`src/rtl/ysyx_23060184_rf_wb_ctrl_if.sv`:
```
// Write-back controller bus: issue/decode, EXU and LSU
// write-back sources, register-file write port, scoreboard.
interface ysyx_23060184_rf_wb_ctrl_if #(
  parameter int ADDR_WIDTH = 5,
  parameter int DATA_WIDTH = 32
);
  logic                     iss_valid;
  logic                     iss_wen;
  logic [ADDR_WIDTH-1:0]    iss_rd;
  logic [ADDR_WIDTH-1:0]    rs1;
  logic [ADDR_WIDTH-1:0]    rs2;
  logic                     hazard;

  logic                     e_valid;
  logic                     e_wen;
  logic [ADDR_WIDTH-1:0]    e_waddr;
  logic [DATA_WIDTH-1:0]    e_wdata;
  logic                     e_ready;

  logic                     l_valid;
  logic                     l_wen;
  logic [ADDR_WIDTH-1:0]    l_waddr;
  logic [DATA_WIDTH-1:0]    l_wdata;
  logic                     l_ready;

  logic                     rf_wvalid;
  logic                     rf_wen;
  logic [ADDR_WIDTH-1:0]    rf_waddr;
  logic [DATA_WIDTH-1:0]    rf_wdata;
  logic [2**ADDR_WIDTH-1:0] pend;

  modport slave (
    input  iss_valid, iss_wen, iss_rd, rs1, rs2,
    input  e_valid, e_wen, e_waddr, e_wdata,
    input  l_valid, l_wen, l_waddr, l_wdata,
    output hazard, e_ready, l_ready,
    output rf_wvalid, rf_wen, rf_waddr, rf_wdata, pend
  );

  modport master (
    output iss_valid, iss_wen, iss_rd, rs1, rs2,
    output e_valid, e_wen, e_waddr, e_wdata,
    output l_valid, l_wen, l_waddr, l_wdata,
    input  hazard, e_ready, l_ready,
    input  rf_wvalid, rf_wen, rf_waddr, rf_wdata, pend
  );
endinterface

```
`src/rtl/ysyx_23060184_rf_wb_ctrl.sv`:
```
// Register-file write-back arbiter (EXU/LSU round-robin)
// with a pending-write scoreboard for decode hazards.
module ysyx_23060184_rf_wb_ctrl #(
  parameter int ADDR_WIDTH = 5,
  parameter int DATA_WIDTH = 32
) (
  input  logic clk,
  input  logic reset,
  ysyx_23060184_rf_wb_ctrl_if.slave bus
);
  localparam int NREG = 2**ADDR_WIDTH;

  logic                  prio_q, prio_d;
  logic                  rf_wvalid_q, rf_wvalid_d;
  logic                  rf_wen_q, rf_wen_d;
  logic [ADDR_WIDTH-1:0] rf_waddr_q, rf_waddr_d;
  logic [DATA_WIDTH-1:0] rf_wdata_q, rf_wdata_d;
  logic [NREG-1:0]       pend_q, pend_d;

  logic                  grant_e, grant_l;
  logic                  src_wen;
  logic [ADDR_WIDTH-1:0] src_waddr;
  logic [DATA_WIDTH-1:0] src_wdata;
  logic                  iss_set;
  logic                  rf_clr;

  // Round-robin grant; prio names the favoured source on a tie
  always_comb begin
    grant_e = 1'b0;
    grant_l = 1'b0;
    if (!reset) begin
      grant_e = bus.e_valid && (!bus.l_valid || !prio_q);
      grant_l = bus.l_valid && (!bus.e_valid || prio_q);
    end
    src_wen   = grant_l ? bus.l_wen   : bus.e_wen;
    src_waddr = grant_l ? bus.l_waddr : bus.e_waddr;
    src_wdata = grant_l ? bus.l_wdata : bus.e_wdata;
  end

  // Next pointer and output-register contents
  always_comb begin
    prio_d      = prio_q;
    rf_wvalid_d = 1'b0;
    rf_wen_d    = 1'b0;
    rf_waddr_d  = rf_waddr_q;
    rf_wdata_d  = rf_wdata_q;
    if (grant_e || grant_l) begin
      prio_d      = grant_e;
      rf_wvalid_d = 1'b1;
      rf_wen_d    = src_wen && (src_waddr != '0);
      rf_waddr_d  = src_waddr;
      rf_wdata_d  = src_wdata;
    end
  end

  // Scoreboard: clear on commit, then set on issue (set wins)
  always_comb begin
    iss_set = bus.iss_valid && bus.iss_wen && (bus.iss_rd != '0);
    rf_clr  = rf_wvalid_q && rf_wen_q;
    pend_d  = pend_q;
    if (rf_clr) pend_d[rf_waddr_q] = 1'b0;
    if (iss_set) pend_d[bus.iss_rd] = 1'b1;
    pend_d[0] = 1'b0;
  end

  // State registers with synchronous reset
  always_ff @(posedge clk) begin
    if (reset) begin
      prio_q      <= 1'b0;
      rf_wvalid_q <= 1'b0;
      rf_wen_q    <= 1'b0;
      rf_waddr_q  <= '0;
      rf_wdata_q  <= '0;
      pend_q      <= '0;
    end else begin
      prio_q      <= prio_d;
      rf_wvalid_q <= rf_wvalid_d;
      rf_wen_q    <= rf_wen_d;
      rf_waddr_q  <= rf_waddr_d;
      rf_wdata_q  <= rf_wdata_d;
      pend_q      <= pend_d;
    end
  end

  // Decode stall: RAW on either source, WAW on destination
  always_comb begin
    bus.hazard = ((bus.rs1 != '0) && pend_q[bus.rs1])
              || ((bus.rs2 != '0) && pend_q[bus.rs2])
              || (bus.iss_wen && (bus.iss_rd != '0)
                  && pend_q[bus.iss_rd]);
  end

  assign bus.e_ready   = grant_e;
  assign bus.l_ready   = grant_l;
  assign bus.rf_wvalid = rf_wvalid_q;
  assign bus.rf_wen    = rf_wen_q;
  assign bus.rf_waddr  = rf_waddr_q;
  assign bus.rf_wdata  = rf_wdata_q;
  assign bus.pend      = pend_q;
endmodule

```
`src/flat_wrapper.sv`:
```
// flat-port wrapper written by rule: the top's interface ports become plain ports
module ysyx_23060184_rf_wb_ctrl_flat 
#(
  parameter int ADDR_WIDTH = 5,
  parameter int DATA_WIDTH = 32
)
  (clk, reset, bus_iss_valid, bus_iss_wen, bus_iss_rd, bus_rs1, bus_rs2, bus_e_valid, bus_e_wen, bus_e_waddr, bus_e_wdata, bus_l_valid, bus_l_wen, bus_l_waddr, bus_l_wdata, bus_hazard, bus_e_ready, bus_l_ready, bus_rf_wvalid, bus_rf_wen, bus_rf_waddr, bus_rf_wdata, bus_pend);
  ysyx_23060184_rf_wb_ctrl_if #(.ADDR_WIDTH(ADDR_WIDTH), .DATA_WIDTH(DATA_WIDTH)) bus_i ();
  input  logic clk;
  input  logic reset;
  input wire logic [$bits(bus_i.iss_valid)-1:0] bus_iss_valid;
  input wire logic [$bits(bus_i.iss_wen)-1:0] bus_iss_wen;
  input wire logic [$bits(bus_i.iss_rd)-1:0] bus_iss_rd;
  input wire logic [$bits(bus_i.rs1)-1:0] bus_rs1;
  input wire logic [$bits(bus_i.rs2)-1:0] bus_rs2;
  input wire logic [$bits(bus_i.e_valid)-1:0] bus_e_valid;
  input wire logic [$bits(bus_i.e_wen)-1:0] bus_e_wen;
  input wire logic [$bits(bus_i.e_waddr)-1:0] bus_e_waddr;
  input wire logic [$bits(bus_i.e_wdata)-1:0] bus_e_wdata;
  input wire logic [$bits(bus_i.l_valid)-1:0] bus_l_valid;
  input wire logic [$bits(bus_i.l_wen)-1:0] bus_l_wen;
  input wire logic [$bits(bus_i.l_waddr)-1:0] bus_l_waddr;
  input wire logic [$bits(bus_i.l_wdata)-1:0] bus_l_wdata;
  output wire logic [$bits(bus_i.hazard)-1:0] bus_hazard;
  output wire logic [$bits(bus_i.e_ready)-1:0] bus_e_ready;
  output wire logic [$bits(bus_i.l_ready)-1:0] bus_l_ready;
  output wire logic [$bits(bus_i.rf_wvalid)-1:0] bus_rf_wvalid;
  output wire logic [$bits(bus_i.rf_wen)-1:0] bus_rf_wen;
  output wire logic [$bits(bus_i.rf_waddr)-1:0] bus_rf_waddr;
  output wire logic [$bits(bus_i.rf_wdata)-1:0] bus_rf_wdata;
  output wire logic [$bits(bus_i.pend)-1:0] bus_pend;
  assign bus_i.iss_valid = bus_iss_valid;
  assign bus_i.iss_wen = bus_iss_wen;
  assign bus_i.iss_rd = bus_iss_rd;
  assign bus_i.rs1 = bus_rs1;
  assign bus_i.rs2 = bus_rs2;
  assign bus_i.e_valid = bus_e_valid;
  assign bus_i.e_wen = bus_e_wen;
  assign bus_i.e_waddr = bus_e_waddr;
  assign bus_i.e_wdata = bus_e_wdata;
  assign bus_i.l_valid = bus_l_valid;
  assign bus_i.l_wen = bus_l_wen;
  assign bus_i.l_waddr = bus_l_waddr;
  assign bus_i.l_wdata = bus_l_wdata;
  assign bus_hazard = bus_i.hazard;
  assign bus_e_ready = bus_i.e_ready;
  assign bus_l_ready = bus_i.l_ready;
  assign bus_rf_wvalid = bus_i.rf_wvalid;
  assign bus_rf_wen = bus_i.rf_wen;
  assign bus_rf_waddr = bus_i.rf_waddr;
  assign bus_rf_wdata = bus_i.rf_wdata;
  assign bus_pend = bus_i.pend;
  ysyx_23060184_rf_wb_ctrl #(.ADDR_WIDTH(ADDR_WIDTH), .DATA_WIDTH(DATA_WIDTH)) u_core (.clk(clk), .reset(reset), .bus(bus_i));
endmodule
```
`config.mk`:
```
export PLATFORM = sky130hd
export DESIGN_NAME = ysyx_23060184_rf_wb_ctrl_flat
export DESIGN_NICKNAME = d
export VERILOG_FILES = /design/src/rtl/ysyx_23060184_rf_wb_ctrl_if.sv /design/src/rtl/ysyx_23060184_rf_wb_ctrl.sv /design/src/flat_wrapper.sv
export SDC_FILE = /design/constraint.sdc
export NUM_CORES = 1
export LEC_CHECK = 0
export CAP_MARGIN = 10
export CORE_ASPECT_RATIO = 0.7
export CORE_MARGIN = 2
export CORE_UTILIZATION = 40
export CTS_BUF_LIST = sky130_fd_sc_hd__clkbuf_4
export DETAILED_ROUTE_END_ITERATION = 10
export GPL_ROUTABILITY_DRIVEN = 0
export GPL_TIMING_DRIVEN = 0
export PLACE_DENSITY = 0.76
export SLEW_MARGIN = 25
export SYNTH_ARGS = -nofsm -noshare
export SYNTH_HDL_FRONTEND = slang
export SYNTH_SLANG_ARGS = --single-unit
```
`constraint.sdc`:
```
create_clock -name clk -period 4.95 [get_ports clk]
set_input_delay 0.99 -clock clk [delete_from_list [all_inputs] [get_ports clk]]
set_output_delay 0.99 -clock clk [all_outputs]
set_load 0.01 [all_outputs]
```
==> metrics, run 1 <==
status=finished, final reports clean; Clock Skew=11.0 ps; Slowest-stage cell, CP=clkdlybuf4s50_1; DR WL/cell=between 15 and 20 µm; Via density=5.71; clk sinks=71; Row Count=30; CP most frequent cell=clkdlybuf4s50_1; initial DRC count=406; layout cell share with drive strength beyond 1=8.11%; HP Class=flip-flop to flip-flop; xor/xnor share of the synthesized area=0%; Synth Instances=roughly 500; wire length of the first global-routing pass=around 22 mm; Total Wirelength=14.1 mm; mux share of post-synthesis cell area=13.3%; DRC=0; Core ar.=9650 µm²; Die Ht=roughly 87 µm; FFs w/ async S/R, synth=0%; via count=4532; max_slew headroom=55.5%; Port Buffer Count=164; Critical Path, Cell by Cell=clkdlybuf4s50_1 > buf_4 > mux4_2 > nand3_1 > o21ai_1 > nor4_1 > o211ai_1 > clkdlybuf4s50_1; critical path class=input port to output port; Post-CTS Resized=0; Root Driver=clkbuf_4; most common cell in the netlist=nand2_1; Required @ worst endpoint=3960 ps; Slowest Stage Delay on Critical Path=580 ps; Ys Warns=0; Top FF cell, synth=dfxtp_1; CP Capture Type=output port; crit path time final=4540 ps; RSZ-0062 raised after global routing=false; cell leakage power=2.08 nW; fin crit share=91.7%; post-synth top area share=36.0%; final design utilization=61.2%; peak supply drop=0.148 mV; synthesis-to-finish area growth=49.6%; Mapped Area=a little under 4000 µm²; Max Clk Rate=0.220 GHz; Synth Area in Simple Gates=23.7%; Synthesized Nets=583; Final Setup Violations=0; Final nets=758; Post-synth EDFFs=0; initial antenna violation count=0; Worst EP arrival=3550 ps; Synth Area in Compound Gates=21.8%; Yosys reg bits=71; Bufs and invs on worst path=3; die area=10700 µm²; Fin. Hold Viols=0; adder-cell share of the synthesized area=0%; boundary pin count=171; synth cell count leaders=109 x nand2_1, 71 x dfxtp_1, 47 x nor2_1; fin. max-slew vios=0; register area share after synthesis=36.0%; number of global-route vias before repair=4153; Max FO, Critical Path=10; H-tree levels=3; Top Family by Delay on Critical Path=buffers and inverters; DR pass1 iterations=5; aggregate global routing overflow=0; worst slew pin tran=approximately 670 ps; Worst-path clk slew=120 ps; Num CTS Buffers=9; Synth area leader=dfxtp_1; latest clock arrival within the worst-skew pair=430 ps; max-cap violation count=0; largest net degree at the start of global routing=13; ant diodes=0; hold_buf cts=0; PwrDens=227 nW/µm²; Final TNS setup=0 ps; synth top area cells=dfxtp_1 36%, nand2_1 10%, a311oi_1 8.2%; Post-DP HPWL=11.1 mm; Netlist cell types=47; Detail Route Antenna Nets=0; synthesized area per cell=8.12 µm²; CTS tree=built; Initial Util=40.9%; largest family of logic cells by synthesized area=simple AND/OR/NAND/NOR gates; Startpoint Class=input port; Max clock buf depth=2; All-Layer GR Usage=26.3%; Post-CTS Setup Inserts=0; Die Span X=123 µm
==> through the flow <==
stage / hold WS, ps / setup WS, ps / power, mW / std cells / instance area (µm²)
CTS: 499 / 429 / 1.35 / 794 / 5900
detailed placement: 481 / 436 / 0.937 / 778 / 5750
floorplan: 458 / 1630 / 0.763 / 486 / 3950
finish: 497 / 410 / 1.34 / 794 / 5900
global placement: 470 / 469 / 0.930 / 778 / 5750
global route: 520 / 148 / 1.40 / 794 / 5900
==> placed cells by master, fill, tap and decap left out, types with 6 or more instances in the layout <==
master and instances:
a21oi_1 34, a311oi_1 37, buf_1 6, buf_2 9
clkbuf_1 20, clkbuf_4 9, clkdlybuf4s50_1 164, dfxtp_1 71
inv_1 6, mux2_2 7, mux2i_1 13, mux4_2 14
nand2_1 109, nand2b_1 8, nand3b_1 6, nor2_1 47
nor2b_1 6, nor3b_1 6, o21ai_0 32
==> report_power, final <==
| part | switching (mW) | internal [mW] |
|---|---|---|
| clock network | 0.213 | 0.200 |
| registers | 0.0174 | 0.599 |
| logic | 0.146 | 0.166 |
==> path summary, 6_finish.rpt <==
| path | to | cells past startpoint | slack [ps] | from |
|---|---|---|---|---|
| max | bus_hazard | 8 | 410 | bus_iss_rd[0] |
| min | u_core.prio_q | 2 | 500 | u_core.prio_q |
| max reg2reg | u_core.bus.rf_wdata[15] | 6 | 3180 | u_core.prio_q |
| min reg2reg | u_core.prio_q | 2 | 500 | u_core.prio_q |
==> registers in the layout, summed over array words and instances, names as in the netlist <==
name                  cells
u_core.bus.rf_wdata      32
u_core.bus.pend          31
u_core.bus.rf_waddr       5
u_core.bus.rf_wen         1
u_core.bus.rf_wvalid      1
u_core.prio_q             1
==> worst register-to-register path, delay by kind of cell (launching register included) <==
kind                   cells  cell delay, ps
AOI/OAI and AO/OA          1             270
and+or+nand+nor            3             420
buffers and inverters      2             640
DFF                        1             340
==> cell type report <==
cell class / instances / area, µm²
buffer: 40 / 181
timing repair buffer: 164 / 1640
clock buffer: 9 / 67.6
multi-input combinational: 369 / 2320
fill: 852 / 3740
clock inverter: 7 / 87.6
sequential: 71 / 1420
tap: 128 / 160
inverter: 6 / 22.5
==> logic make-up after synthesis <==
kind of cell,after synthesis
buffers and inverters,46
DFF,71
AOI/OAI and AO/OA,127
and+or+nand+nor,207
muxes,34
other,1
==> per-layer routing <==
| metal | global-route usage (%) | up-vias | wire (µm) |
|---|---|---|---|
| li1 | - | 2116 | - |
| met1 | 37.1 | 2137 | 6370 |
| met2 | 39.6 | 257 | 6180 |
| met3 | 7.26 | 22 | 1360 |
| met4 | 6.69 | 0 | 189 |
| met5 | 0 | - | 0 |
Power figures use the tool's default switching activity.
==> run 2, diff against run 1 <==
CORE_UTILIZATION = 30   (was 40)
PLACE_DENSITY = 0.59   (was 0.76)
REMOVE_ABC_BUFFERS = 1   (was unset)
==> run 2 against run 1 <==
  * Sequential cell count is the same
  * Routed wire length grew 5.9%
  * Via count shrank 5.1%
  * Cell count grew 1.0%
  * Total power shrank 2.8%
  * Design area is essentially flat
  * Non-clock buffer count shrank 30
  * Register-to-register slack lost 280 ps
  * Sequential power grew 1%
  * Highest routed layer unchanged
==> metrics, run 2 (same netlist as run 1, synthesis figures left out) <==
reg2reg setup slack=2900 ps (was 3180 ps); DRC=0 (unchanged); worst reg2reg path endpoint=u_core.bus.rf_wdata[0] (was u_core.bus.rf_wdata[15]); hold_buf cts=0 (unchanged); Die Span X=141 µm (was 123 µm); Max clock buf depth=2 (unchanged); All-Layer GR Usage=21.1% (was 26.3%); max_slew headroom=43.0% (was 55.5%); largest net degree at the start of global routing=69 (was 13); worst slew pin tran=852 ps (was 666 ps); initial DRC count=326 (was 406); Area after DPL=5780 µm² (was 5750 µm²); Post-DP HPWL=11.1 mm (about the same); Worst-path clk slew=110 ps (was 120 ps); clk sinks=71 (unchanged); Final nets=728 (was 758); most frequent cells in the layout=167 x clkdlybuf4s50_1, 109 x nand2_1, 71 x dfxtp_1 (was 164 x clkdlybuf4s50_1, 109 x nand2_1, 71 x dfxtp_1); aggregate global routing overflow=0 (unchanged); Clock Skew=16.6 ps (was 11.0 ps); Worst EP arrival=3730 ps (was 3550 ps); latest clock arrival within the worst-skew pair=440 ps (was 430 ps); RSZ-0062 raised after global routing=false (unchanged); CP Capture Type=output port (unchanged); Final Setup Violations=0 (unchanged); Num CTS Buffers=9 (unchanged); Detail Route Antenna Nets=0 (unchanged); Port Buffer Count=169 (was 164); worst setup path end=bus_hazard (unchanged); wire length of the first global-routing pass=23.4 mm (was 21.5 mm); Core ar.=13000 µm² (was 9650 µm²); boundary pin count=171 (unchanged); fin. max-slew vios=0 (unchanged); peak supply drop=0.122 mV (was 0.148 mV); Post-Place Cells=786 (was 778); Max FO, Critical Path=11 (was 10); ant diodes=0 (unchanged); most common cell after layout, fill and taps aside=clkdlybuf4s50_1 (unchanged); fin crit share=95.5% (was 91.7%); Post-CTS Setup Inserts=0 (unchanged); Root Driver=clkbuf_4 (unchanged); synthesis-to-finish area growth=49.6% (about the same); DR WL/cell=18.6 µm (was 17.8 µm); layout cell share with drive strength beyond 1=7.55% (was 8.11%); HP Class=flip-flop to flip-flop (unchanged); number of global-route vias before repair=4102 (was 4153); Required @ worst endpoint=3960 ps (about the same); Fin. Hold Viols=0 (unchanged); Die Ht=100 µm (was 87.1 µm); cell leakage power=2.05 nW (was 2.08 nW); crit path time final=4720 ps (was 4540 ps); H-tree levels=3 (unchanged); post-route cell area=5900 µm² (about the same); DR pass1 iterations=5 (unchanged); Total Wirelength=14.9 mm (was 14.1 mm); Row Count=35 (was 30); max-cap violation count=0 (unchanged); CTS tree=built (unchanged); max reg flops=32 (unchanged); PwrDens=221 nW/µm² (was 227 nW/µm²); Via density=5.36 (was 5.71); non-filler cells in the finished layout=802 (was 794); critical path class=input port to output port (unchanged); critical path startpoint=bus_rs1[0] (was bus_iss_rd[0]); via count=4302 (was 4532); Max Clk Rate=0.212 GHz (was 0.220 GHz); initial antenna violation count=0 (unchanged); Worst R2R Path Depth=5 (was 6); Startpoint Class=input port (unchanged); Initial Util=30.3% (was 40.9%); die area=14100 µm² (was 10700 µm²); status=finished, final reports clean (unchanged); r2r startpoint=u_core.prio_q (unchanged)
-- run 2: cell count changes in the layout (fill, tap and decap cells not counted), sizes merged --
cell / before / now
bufinv: 2 / 1
clkdlybuf4s50: 164 / 167
buf: 19 / 7
clkbuf: 30 / 11
clkinvlp: 2 / 1
-- run 2: per-stage QoR --
step / util [%] / TNS, ps / worst slack, ps / power [mW] / hold slack (ps)
final: 45.4 / 0 / 225 / 1.30 / 501
after global routing: 45.4 / 0 / 73.7 / 1.37 / 522
after CTS: 45.4 / 0 / 230 / 1.32 / 508
after detailed placement: 44.4 / -4.55 / -4.55 / 0.943 / 489
after global placement: 43.5 / -97170 / -2820 / 0.932 / 468
after floorplan: - / 0 / 1130 / 0.738 / 452
-- run 2: cell type report --
cell class,instances,area (µm²)
clock inverter,5,48.8
inverter,6,22.5
fill,1249,7100
tap,166,208
clock buffer,11,82.6
sequential,71,1420
multi-input combinational,369,2330
timing repair buffer,174,1790
-- run 2: what timing repair did --
action / in CTS / in global routing
setup endpoints to repair: 1 / 0
hold endpoints to repair: 0 / 0
gates resized for setup: 1 / 0
-- run 2: worst min-delay path by stage --
| stage | from | endpoint | cells after the start |
|---|---|---|---|
| finish | u_core.prio_q | u_core.prio_q | 2 |
| global route | u_core.bus.rf_wdata[18] | u_core.bus.rf_wdata[18] | 2 |
| CTS | u_core.prio_q | u_core.prio_q | 2 |
| detailed placement | u_core.prio_q | u_core.prio_q | 2 |
| global placement | u_core.prio_q | u_core.prio_q | 2 |
| floorplan | u_core.prio_q | u_core.prio_q | 2 |
-- run 2: power by group --
part | switching (mW) | internal, mW
sequential | 0.0245 | 0.599
clock | 0.211 | 0.161
combinational | 0.138 | 0.170
-- run 2: worst max-delay path, cell delays in order --
cell	delay (ps)
clkdlybuf4s50_1	940
mux4_2	640
o2111a_1	250
nor4_1	250
o211ai_1	150
clkdlybuf4s50_1	510
-- run 2: per-layer routing --
layer	wire (µm)	vias to the layer above	global-route usage, %
met5	0	-	0
li1	-	2049	-
met1	7090	2082	31.0
met2	6760	152	31.7
met3	891	19	3.72
met4	188	0	5.85
==> run 3, diff against run 2 <==
CORE_MARGIN = 10   (was 2)
==> run 3 against run 2 <==
  * Clock skew up 3.4 ps
  * Register-to-register slack worse by 160 ps
  * Fmax barely moved
  * Sequential share of layout area shrank 0.17 points
  * Die area is 29% higher
  * Worst setup slack got worse by 0.53 ps
  * Cell count fell by 0.50%
  * Critical endpoint unchanged
  * Utilization is 1.7 points higher
  * Critical path depth did not move
  * Combinational power is essentially flat
  * Largest power group unchanged
  * Critical path type unchanged
  * First-iteration DRC count grew 32%
  * Via count grew 0.79%
==> metrics, run 3 (same netlist as run 1, synthesis figures left out) <==
status=finished, final reports clean (unchanged); worst slew pin tran=808 ps (was 852 ps); worst setup path end=bus_hazard (unchanged); Via density=5.43 (was 5.36); crit path time final=4730 ps (was 4720 ps); Fillers=1218 (was 1249); ant diodes=0 (unchanged); DR WL met2=7.97 mm (was 6.76 mm); final total power=1.42 mW (was 1.30 mW); max reg flops=32 (unchanged); Slowest Stage Delay on Critical Path=940 ps (about the same); final design utilization=47.1% (was 45.4%); Slowest-stage cell, CP=clkdlybuf4s50_1 (unchanged); most frequent cells in the layout=167 x clkdlybuf4s50_1, 109 x nand2_1, 71 x dfxtp_1 (unchanged); H-tree levels=3 (unchanged); Clock Skew=20.0 ps (was 16.6 ps); DR pass1 iterations=5 (unchanged); Hold Path Depth=2 (unchanged); HP Class=flip-flop to flip-flop (unchanged); Post-DP HPWL=12.5 mm (was 11.1 mm); Max Clk Rate=0.212 GHz (about the same); Worst EP arrival=3740 ps (was 3730 ps); die area=18200 µm² (was 14100 µm²); fin crit share=95.5% (about the same); Initial Util=31.2% (was 30.3%); peak supply drop=0.132 mV (was 0.122 mV); PnR worst setup slack=225 ps (about the same); RSZ-0062 raised after global routing=false (unchanged); Max FO, Critical Path=11 (unchanged); max_slew headroom=45.9% (was 43.0%); clk sinks=71 (unchanged); number of global-route vias before repair=4202 (was 4102); Detail Route Antenna Nets=0 (unchanged); Max clock buf depth=2 (unchanged); worst reg2reg path endpoint=u_core.bus.rf_wdata[16] (was u_core.bus.rf_wdata[0]); largest net degree at the start of global routing=47 (was 69); Total Wirelength=16.4 mm (was 14.9 mm); worst hold slack=500 ps (was 501 ps); latest clock arrival within the worst-skew pair=440 ps (about the same); critical path class=input port to output port (unchanged); Core ar.=12600 µm² (was 13000 µm²); most common cell after layout, fill and taps aside=clkdlybuf4s50_1 (unchanged); Port Buffer Count=169 (unchanged); Die Span X=157 µm (was 141 µm); Startpoint Class=input port (unchanged); critical path startpoint=bus_rs1[0] (unchanged); Top Family by Delay on Critical Path=buffers and inverters (unchanged); Final nets=728 (unchanged); critical path depth=6 (unchanged); Fin. Hold Viols=0 (unchanged); routed length on met1=6.84 mm (was 7.09 mm); PwrDens=238 nW/µm² (was 221 nW/µm²); via count=4336 (was 4302); synthesis-to-finish area growth=50.7% (was 49.6%); reg2reg setup slack=2740 ps (was 2900 ps); Worst-path clk slew=130 ps (was 110 ps); Root Driver=clkbuf_4 (unchanged); CTS tree=built (unchanged); aggregate global routing overflow=0 (unchanged); CP most frequent cell=clkdlybuf4s50_1 (unchanged); Worst R2R Path Depth=6 (was 5); max-cap violation count=0 (unchanged); r2r startpoint=u_core.prio_q (unchanged); DR WL/cell=20.5 µm (was 18.6 µm); CP Capture Type=output port (unchanged); layout cell share with drive strength beyond 1=8.02% (was 7.55%); fin. max-slew vios=0 (unchanged); pre-CTS WS=-58.9 ps (was -4.55 ps); Critical Path, Cell by Cell=clkdlybuf4s50_1 > mux4_2 > o2111a_1 > nor4_1 > o211ai_1 > clkdlybuf4s50_1 (unchanged); Bufs and invs on worst path=2 (unchanged); cell leakage power=2.08 nW (was 2.05 nW); Final Setup Violations=0 (unchanged); Row Count=34 (was 35); boundary pin count=171 (unchanged); top layer in use=met4 (unchanged); wire length of the first global-routing pass=25.0 mm (was 23.4 mm); Final TNS setup=0 ps (unchanged); All-Layer GR Usage=17.6% (was 21.1%); initial DRC count=431 (was 326); Post-CTS Setup Inserts=0 (unchanged); Required @ worst endpoint=3960 ps (about the same); DRC=0 (unchanged); Die Ht=116 µm (was 100 µm); Num CTS Buffers=9 (unchanged); Met3 Wirelength=1.30 mm (was 891 µm); initial antenna violation count=0 (unchanged)
[run 3: cell count changes in the layout (fill, tap and decap cells not counted)]
cell,previous run,this run
buf_12,0,1
buf_16,3,2
bufinv_16,1,3
clkbuf_4,11,9
clkinv_1,3,0
clkinv_2,0,2
clkinvlp_4,1,0
inv_6,0,2
[run 3: worst min path at each step]
stage                                  from                      end  slack [ps]
floorplan                     u_core.prio_q            u_core.prio_q         450
global placement              u_core.prio_q            u_core.prio_q         470
detailed placement            u_core.prio_q            u_core.prio_q         480
CTS                           u_core.prio_q            u_core.prio_q         500
global route        u_core.bus.rf_wdata[26]  u_core.bus.rf_wdata[26]         520
finish                        u_core.prio_q            u_core.prio_q         500
[run 3: layout make-up]
class                      count  area, µm²  area share [%]
timing repair buffer         174       1790            30.0
clock buffer                   9       67.6            1.14
sequential                    71       1420            23.9
tap                          162        203            3.41
multi-input combinational    369       2330            39.2
clock inverter                 7        118            1.98
inverter                       6       22.5           0.379
[run 3: report_power, final]
group	switching, mW	total [mW]	internal (mW)	leakage, nW
clock	0.228	0.486	0.257	0.101
sequential	0.0231	0.622	0.599	0.582
combinational	0.140	0.309	0.169	1.40
total	0.392	1.42	1.03	2.08
[run 3: stage by stage]
stage / instances / instance area (µm²)
2_1_floorplan: 446 / 3760
3_3_place_gp: 777 / 5660
3_5_place_dp: 782 / 5770
4_1_cts: 798 / 5950
5_1_grt: 798 / 5950
6_report: 798 / 5950
[run 3: per-layer routing]
layer / vias to the layer above / track usage (%)
met5: - / 0
met2: 170 / 28.9
met4: 0 / 5.03
li1: 2054 / -
met1: 2093 / 22.5
met3: 19 / 4.63
[run 3: what timing repair did]
action | 4_1_cts | 5_1_grt
hold buffers | 0 | 0
resized for setup | 1 | 0
setup endpoints to repair | 1 | 0
[run 3: worst register-to-register path, stage by stage, from the launching register on]
cell and delay [ps]:
dfxtp_1 370, nand2b_1 130, nand3b_1 350, buf_6 310, inv_2 530, nand2_1 140, a311oi_1 290
